===== src/rtl/spi_cfg_slave_pkg.sv =====
// Shared frame geometry and FSM state encoding for the SPI configuration slave.
package spi_cfg_slave_pkg;

   localparam int FRAME_BITS = 16;
   localparam int CMD_BITS   = 8;
   localparam int W_BIT      = 15;
   localparam int ADDR_MSB   = 14;
   localparam int ADDR_LSB   = 8;

   typedef enum logic [2:0] {
      ST_IDLE,
      ST_CMD,
      ST_DATA_WR,
      ST_DATA_RD,
      ST_DONE
   } state_t;

endpackage


===== src/rtl/spi_pin_sync.sv =====
// Two-flop synchronizer for one SPI pad, with an optional third flop for edge pulses.
module spi_pin_sync #(
   parameter logic RST_LVL  = 1'b0,
   parameter bit   EDGE_DET = 1'b0
) (
   input  logic clk,
   input  logic rst,
   input  logic pin,
   output logic lvl,
   output logic rise,
   output logic fall
);

   logic s1, s2;

   always_ff @(posedge clk or posedge rst) begin
      if (rst) begin
         s1 <= RST_LVL;
         s2 <= RST_LVL;
      end else begin
         s1 <= pin;
         s2 <= s1;
      end
   end

   assign lvl = s2;

   generate
      if (EDGE_DET) begin : g_edge
         logic s3;
         always_ff @(posedge clk or posedge rst) begin
            if (rst) s3 <= RST_LVL;
            else     s3 <= s2;
         end
         assign rise = s2 & ~s3;
         assign fall = ~s2 & s3;
      end else begin : g_level
         assign rise = 1'b0;
         assign fall = 1'b0;
      end
   endgenerate

endmodule


===== src/rtl/spi_cfg_slave.sv =====
// SPI mode-0 slave decoding 16-bit W/addr/data frames into a bank of 8-bit config registers.
//
// state      | meaning
// ST_IDLE    | waiting for ssel low, bit counter held clear
// ST_CMD     | shifting in W + 7-bit address (rises 1..8)
// ST_DATA_WR | shifting in write data, commit on rise 16
// ST_DATA_RD | shifting out reg[addr] on miso, load on fall 8
// ST_DONE    | frame complete, ignore sclk until ssel high
module spi_cfg_slave
   import spi_cfg_slave_pkg::*;
#(
   parameter int         NUM_REGS = 16,
   parameter logic [7:0] RST_VAL  = 8'h00
) (
   input  logic                  clk,
   input  logic                  rst,
   input  logic                  sclk,
   input  logic                  ssel,
   input  logic                  mosi,
   output logic                  miso,
   output logic [NUM_REGS*8-1:0] cfg_flat,
   output logic                  wr_strobe,
   output logic [6:0]            wr_addr,
   output logic                  frame_err
);

   localparam logic [4:0] CMD_LAST   = 5'(CMD_BITS - 1);
   localparam logic [4:0] FRAME_LAST = 5'(FRAME_BITS - 1);
   localparam logic [4:0] LOAD_CNT   = 5'(CMD_BITS);

   logic sclk_rise, sclk_fall, sclk_lvl_unused;
   logic ssel_s, ssel_unused_rise, ssel_unused_fall;
   logic mosi_s, mosi_unused_rise, mosi_unused_fall;

   spi_pin_sync #(.RST_LVL(1'b0), .EDGE_DET(1'b1)) u_sync_sclk (
      .clk(clk), .rst(rst), .pin(sclk), .lvl(sclk_lvl_unused), .rise(sclk_rise), .fall(sclk_fall));
   spi_pin_sync #(.RST_LVL(1'b1), .EDGE_DET(1'b0)) u_sync_ssel (
      .clk(clk), .rst(rst), .pin(ssel), .lvl(ssel_s), .rise(ssel_unused_rise), .fall(ssel_unused_fall));
   spi_pin_sync #(.RST_LVL(1'b0), .EDGE_DET(1'b0)) u_sync_mosi (
      .clk(clk), .rst(rst), .pin(mosi), .lvl(mosi_s), .rise(mosi_unused_rise), .fall(mosi_unused_fall));

   state_t     state, state_nxt;
   logic [4:0] bit_cnt;
   logic [6:0] rx_shift;
   logic [7:0] rx_byte;
   logic [6:0] cmd_addr;
   logic [7:0] tx_shift, rd_data;
   logic       tx_valid;
   logic [7:0] regs [NUM_REGS];

   logic shift_rx, latch_cmd, do_write, load_tx, shift_tx, abort, clr_cnt, addr_ok;

   // The byte being completed on this rise: seven held bits plus the live mosi sample.
   assign rx_byte = {rx_shift, mosi_s};
   assign addr_ok = int'(cmd_addr) < NUM_REGS;

   always_comb begin
      rd_data = 8'h00;
      for (int i = 0; i < NUM_REGS; i++)
         if (cmd_addr == 7'(i)) rd_data = regs[i];
   end

   always_ff @(posedge clk or posedge rst) begin
      if (rst) state <= ST_IDLE;
      else     state <= state_nxt;
   end

   always_comb begin
      state_nxt = state;
      shift_rx  = 1'b0;
      latch_cmd = 1'b0;
      do_write  = 1'b0;
      load_tx   = 1'b0;
      shift_tx  = 1'b0;
      abort     = 1'b0;
      clr_cnt   = 1'b0;
      case (state)
         ST_IDLE: begin
            clr_cnt = 1'b1;
            if (!ssel_s) state_nxt = ST_CMD;
         end
         ST_CMD: begin
            if (ssel_s) begin
               abort     = 1'b1;
               state_nxt = ST_IDLE;
            end else if (sclk_rise) begin
               shift_rx = 1'b1;
               if (bit_cnt == CMD_LAST) begin
                  latch_cmd = 1'b1;
                  state_nxt = rx_byte[W_BIT-CMD_BITS] ? ST_DATA_WR : ST_DATA_RD;
               end
            end
         end
         ST_DATA_WR: begin
            if (ssel_s) begin
               abort     = 1'b1;
               state_nxt = ST_IDLE;
            end else if (sclk_rise) begin
               shift_rx = 1'b1;
               if (bit_cnt == FRAME_LAST) begin
                  do_write  = addr_ok;
                  state_nxt = ST_DONE;
               end
            end
         end
         ST_DATA_RD: begin
            if (ssel_s) begin
               abort     = 1'b1;
               state_nxt = ST_IDLE;
            end else if (sclk_rise) begin
               shift_rx = 1'b1;
               if (bit_cnt == FRAME_LAST) state_nxt = ST_DONE;
            end else if (sclk_fall) begin
               // bit_cnt counts completed rises, so fall 8 sees 8 here
               if (bit_cnt == LOAD_CNT)    load_tx  = 1'b1;
               else if (bit_cnt > LOAD_CNT) shift_tx = 1'b1;
            end
         end
         ST_DONE: begin
            if (ssel_s) state_nxt = ST_IDLE;
         end
         default: state_nxt = ST_IDLE;
      endcase
   end

   always_ff @(posedge clk or posedge rst) begin
      if (rst) begin
         bit_cnt   <= '0;
         rx_shift  <= '0;
         cmd_addr  <= '0;
         tx_shift  <= '0;
         tx_valid  <= 1'b0;
         wr_strobe <= 1'b0;
         wr_addr   <= '0;
         frame_err <= 1'b0;
         for (int i = 0; i < NUM_REGS; i++) regs[i] <= RST_VAL;
      end else begin
         wr_strobe <= do_write;
         frame_err <= abort;
         if (clr_cnt)       bit_cnt <= '0;
         else if (shift_rx) bit_cnt <= bit_cnt + 5'd1;
         if (shift_rx)  rx_shift <= rx_byte[6:0];
         if (latch_cmd) cmd_addr <= rx_byte[ADDR_MSB-CMD_BITS:ADDR_LSB-CMD_BITS];
         if (clr_cnt)      tx_valid <= 1'b0;
         else if (load_tx) tx_valid <= 1'b1;
         if (load_tx)       tx_shift <= rd_data;
         else if (shift_tx) tx_shift <= {tx_shift[6:0], 1'b0};
         if (do_write) begin
            wr_addr <= cmd_addr;
            for (int i = 0; i < NUM_REGS; i++)
               if (cmd_addr == 7'(i)) regs[i] <= rx_byte;
         end
      end
   end

   assign miso = (state == ST_DATA_RD) && tx_valid && tx_shift[7];

   generate
      for (genvar g = 0; g < NUM_REGS; g++) begin : g_flat
         assign cfg_flat[g*8 +: 8] = regs[g];
      end
   endgenerate

endmodule


===== config.mk =====
export PLATFORM = sky130hd
export DESIGN_NAME = spi_cfg_slave
export DESIGN_NICKNAME = d
export VERILOG_FILES = /design/src/rtl/spi_cfg_slave_pkg.sv /design/src/rtl/spi_pin_sync.sv /design/src/rtl/spi_cfg_slave.sv
export SDC_FILE = /design/constraint.sdc
export NUM_CORES = 1
export LEC_CHECK = 0
export ABC_AREA = 1
export CAP_MARGIN = 20
export CORE_MARGIN = 8
export CORE_UTILIZATION = 35
export DETAILED_ROUTE_END_ITERATION = 6
export SYNTH_ARGS = -nofsm -noshare
export SYNTH_HDL_FRONTEND = slang
export SYNTH_HIERARCHICAL = 1
export SYNTH_SLANG_ARGS = --single-unit

===== constraint.sdc =====
create_clock -name clk -period 6.41 [get_ports clk]
set_input_delay 1.282 -clock clk [delete_from_list [all_inputs] [get_ports clk]]
set_output_delay 1.282 -clock clk [all_outputs]
set_load 0.01 [all_outputs]

Yosys cells after proc, flatten, opt, wreduce, memory -nomap -nowiden
Cells that the tools add are included.

Magnitude comparators: 2. Equal/unequal tests: 28. Add/subtract/negate cells: 1. Shifts and indexed selects: 0. Mux-type cells: 57. Reduce and logical (&&, ||, !) cells: 26. Bitwise logic cells: 4. Div/mod/pow operators: 0. Multiply operators: 0.

Operators by type and width (number): $mux W8 (18); $eq A7 B4 Y1 const B (8); $reduce_and A2 Y1 (16); $eq A7 B3 Y1 const B (4); $mux W1 (28); $mux W3 (8); $eq A7 B2 Y1 const B (2); $pmux W3 S4 (1); $eq A5 B4 Y1 const B (2); $mux W5 (2); $eq A7 B1 Y1 const B (1); $logic_not A7 Y1 (1); $lt A7 B5 Y1 const B (1); $eq A3 B2 Y1 const B (2); $ne A3 B1 Y1 const B (2); $ne A3 B2 Y1 const B (2); $reduce_and A6 Y1 (1); $reduce_bool A2 Y1 (3); $add A5 B1 Y5 const B (1); $eq A5 B3 Y1 const B (1); $gt A5 B4 Y1 const B (1); $eq A3 B1 Y1 const B (1); $eq A3 B3 Y1 const B (1); $logic_not A3 Y1 (1); other kinds (7) (10).

RAM bits: 0. Input bits: 5. Latch bits: 0. Output and inout port bits: 138. Memories kept: 0. Memory bits (read-only): 0. Register bits after elaboration: 175.

Depth between registers and ports, before layout
Word-level depth: 18. Depth in mapped cells: 16. Depth with buffers taken out: 15.

Cells and area by module
Netlist, hierarchy kept.

Modules (own cells, without submodules): spi_cfg_slave (times used 1, area an instance 7490.9 um^2, cells an instance 883); spi_pin_sync (u_sync_sclk) (times used 1, area an instance 93.8 um^2, cells an instance 8); spi_pin_sync (u_sync_ssel) (times used 1, area an instance 75.1 um^2, cells an instance 6); spi_pin_sync (u_sync_mosi) (times used 1, area an instance 72.6 um^2, cells an instance 6).

Worst setup path before layout
OpenSTA, ideal clock, no wires.

Path kind: register to register. Start: reg bit_cnt[0]. End: reg regs, in the netlist cfg_flat[88]. Period minus slack after synthesis: 2.090 ns. Buffers on the path: 2. Data required time: 6.277 ns. Cell stages (with the launch flop): 14. Setup slack: 4.320 ns. Arrival time: 1.957 ns. Cell sequence: dfrtp_1 > ha_1 > nand2_1 > nor2_1 > ha_1 > nand2_1 > nor4_4 > nand2_2 > inv_2 > buf_6 > nand2_4 > buf_2 > nand2_1 > o21ai_0.

Cells in the longest elaborated chain, start to end: 6.

Ends and longest elaborated chain: from (decl) (RTL line spi_cfg_slave.sv:43) `logic [4:0] bit_cnt;`; from (signal assigned) (RTL line spi_cfg_slave.sv:141) `else if (shift_rx) bit_cnt <= bit_cnt + 5'd1;`; $eq A5 B4 Y1 (RTL line spi_cfg_slave.sv:100) `if (bit_cnt == FRAME_LAST) begin`; $mux W1 (RTL line spi_cfg_slave.sv:100); $mux W1 (RTL line spi_cfg_slave.sv:98) `end else if (sclk_rise) begin`; $mux W1 (RTL line spi_cfg_slave.sv:95) `if (ssel_s) begin`; $mux W1 (RTL line spi_cfg_slave.sv:77) `case (state)`; net do_write (RTL line spi_cfg_slave.sv:51) `logic shift_rx, latch_cmd, do_write, load_tx, shift_tx, abort, clr_cnt, addr_ok;`; $reduce_and A2 Y1 (no source line); to (signal, indexed assignment) (RTL line spi_cfg_slave.sv:151) `if (cmd_addr == 7'(i)) regs[i] <= rx_byte;`; to (decl) (RTL line spi_cfg_slave.sv:49) `logic [7:0] regs [NUM_REGS];`.

The timed path passes the listed nets, and every way through them passes these cells. A chain may end at the register's enable or synchronous reset.

Final worst setup path
Start: reg state[0]. End: out miso.

Cells in the longest elaborated chain, start to end: 3.

Ends and longest elaborated chain: from (decl) (RTL line spi_cfg_slave.sv:42) `state_t state, state_nxt;`; from (signal assigned) (RTL line spi_cfg_slave.sv:65) `else state <= state_nxt;`; $eq A3 B2 Y1 (RTL line spi_cfg_slave.sv:156) `assign miso = (state == ST_DATA_RD) && tx_valid && tx_shift[7];`; $logic_and A1 B1 Y1 (2 in a row) (RTL line spi_cfg_slave.sv:156); to (decl) (RTL line spi_cfg_slave.sv:20) `output logic miso,`.

No other way between the ends.

==> results.tsv <==
metric	value	unit
slew_viol_final	0	
netlist_area	0.00769	mm2
coreArea	0.0217	mm2
die_x	164	um
place_congestion	0.856	
cts_buffer_depth	2	
cts_num_sinks	175	
rsz0062_at_grt	no	
wl	24500	um
cts.reportedPaths.clkPinSlew	0.07	ns
status	finished, violations left	
final_cells	1322	
cap_violations	0	
crit_type	register to output port	
cp-end-kind	output port	
fin_crit_sh	0.484	
ctsResizeCount	0	
grt_pass1_wl	37900	um
final_common_cell	nand2_1	
drive_gt1_frac	0.0653	
cts-root-buf	clkbuf_16	
gr-total-overflow	0	
num_antenna_cells	0	
switching_share	0.284	
fin_hold_ws	0.351	ns
antenna_found_initial	0	
via_per_inst	4.96	
combPwrFrac	0.109	
start_util	0.355	
whs_path_depth	0	
clk_latency	0.43	ns
hold_viol_final	0	
finalClockSkew	0.00952	ns
power.total	2.46	mW
r2r_slack	3.44	ns
io_buffers	142	
synthesis.nets	905	
num_vias	6555	
power.internal	1.76	mW
hp-class	register to register	
p_leak	4.35	nW
seqPwrFrac	0.473	
fin_setup_tns	0	ns
fillers	2126	
vdd_drop_max	0.180	mV
layout.nets	1037	
dp_cells	1290	
period_needed	3.11	ns
hold_buffers	0	
ios	143	
ys_warn_count	6	
cts_buffers	17	
path_max_fanout	5	
cts_post_setup_buffers_inserted	0	
cp-endpoint	miso	
r2r-start	bit_cnt[1]	
die_h	164	um
drtIter0Drc	611	
worst-slew-pin-transition	0.965	ns
final-setup-viol-count	0	
drtAntennaViolNets	0	
cp-start-kind	register	
slew_headroom	0.353	
syn_inst	897	
wl_per_cell	18.5	um
drc	1	
dieArea	0.0270	mm2
violations	design-rule violations	
r2r_end	cfg_flat[56]	
final_cell_mix	nand2_1 (282), dfrtp_1 (173), o21ai_0 (147)	
firstDrtPassIters	7	
cts_tree	done	
grt_max_degree	70	
critical_path_arrival	1.82	ns
p_switching	0.700	mW
htree_num_levels	4	
hpwlAfterDp	17400	um
required	5.13	ns
synth_area_per_cell	8.58	um2
first_global_vias	6418	
rows	54	
startpoint	state[0]	
fmax	322	MHz
clockPowerShare	0.418	
power_density	249	mW/mm2
area.growth.synth_to_final	28.7	%
ff2ff_path_depth	10	
track_usage	0.184	
[final cells by class]
cell class              count  area (um2)  area share
multi-input cells         624        2900       0.293
inverters                  67         256      0.0259
flip-flops and latches    175        4380       0.443
well taps                 280         350      0.0354
repair buffers            144        1440       0.145
clock buffers              19         443      0.0447
clock inverters            13         138      0.0139
[routing by layer]
metal / vias to the layer above / part of all wire / wire length, um / GRT usage
met3: 32 / 0.056 / 1380 / 0.0326
met5: - / 0 / 0 / 0
li1: 3193 / - / - / -
met4: 0 / 0.024 / 598 / 0.0702
met1: 3118 / 0.44 / 10800 / 0.243
met2: 212 / 0.48 / 11700 / 0.295
[how the worst min path moves through the flow]
stage                         from               to  slack [ns]
floorplan           u_sync_mosi/s1  u_sync_mosi/lvl        0.33
global placement    u_sync_sclk/s1  u_sync_sclk/lvl        0.33
detailed placement  u_sync_sclk/s1  u_sync_sclk/lvl        0.34
CTS                 u_sync_sclk/s1  u_sync_sclk/lvl        0.36
global route        u_sync_mosi/s1  u_sync_mosi/lvl        0.36
finish              u_sync_mosi/s1  u_sync_mosi/lvl        0.35
[metrics by stage]
step	worst slack, ns	utilization	area [um2]
floorplan	0.581	-	7690
global placement	3.30	0.430	9320
detailed placement	3.28	0.430	9320
CTS	3.23	0.457	9900
global route	3.10	0.457	9900
finish	3.30	0.457	9900
[worst max-delay path: stages (launching register included)]
cell,delay (ns)
dfrtp_1,0.45
nand3_1,0.17
nor3_1,0.20
clkdlybuf4s50_1,0.58
[sequential cells by signal (all words and copies together) (netlist names), 3 cells and up]
signal	count
bit_cnt	5
cfg_flat	128
state	3
tx_shift	8
wr_addr	7
cmd_addr	7
rx_shift	7
[power by group through the flow]
stage	Clock [mW]	Combinational, mW	Sequential (mW)
after floorplan	0	0.148	1.18
after global placement	0	0.270	1.18
after detailed placement	0	0.272	1.18
after CTS	1.04	0.273	1.16
after global routing	1.09	0.294	1.17
final	1.03	0.269	1.16
(Power assumes the default switching activity.)
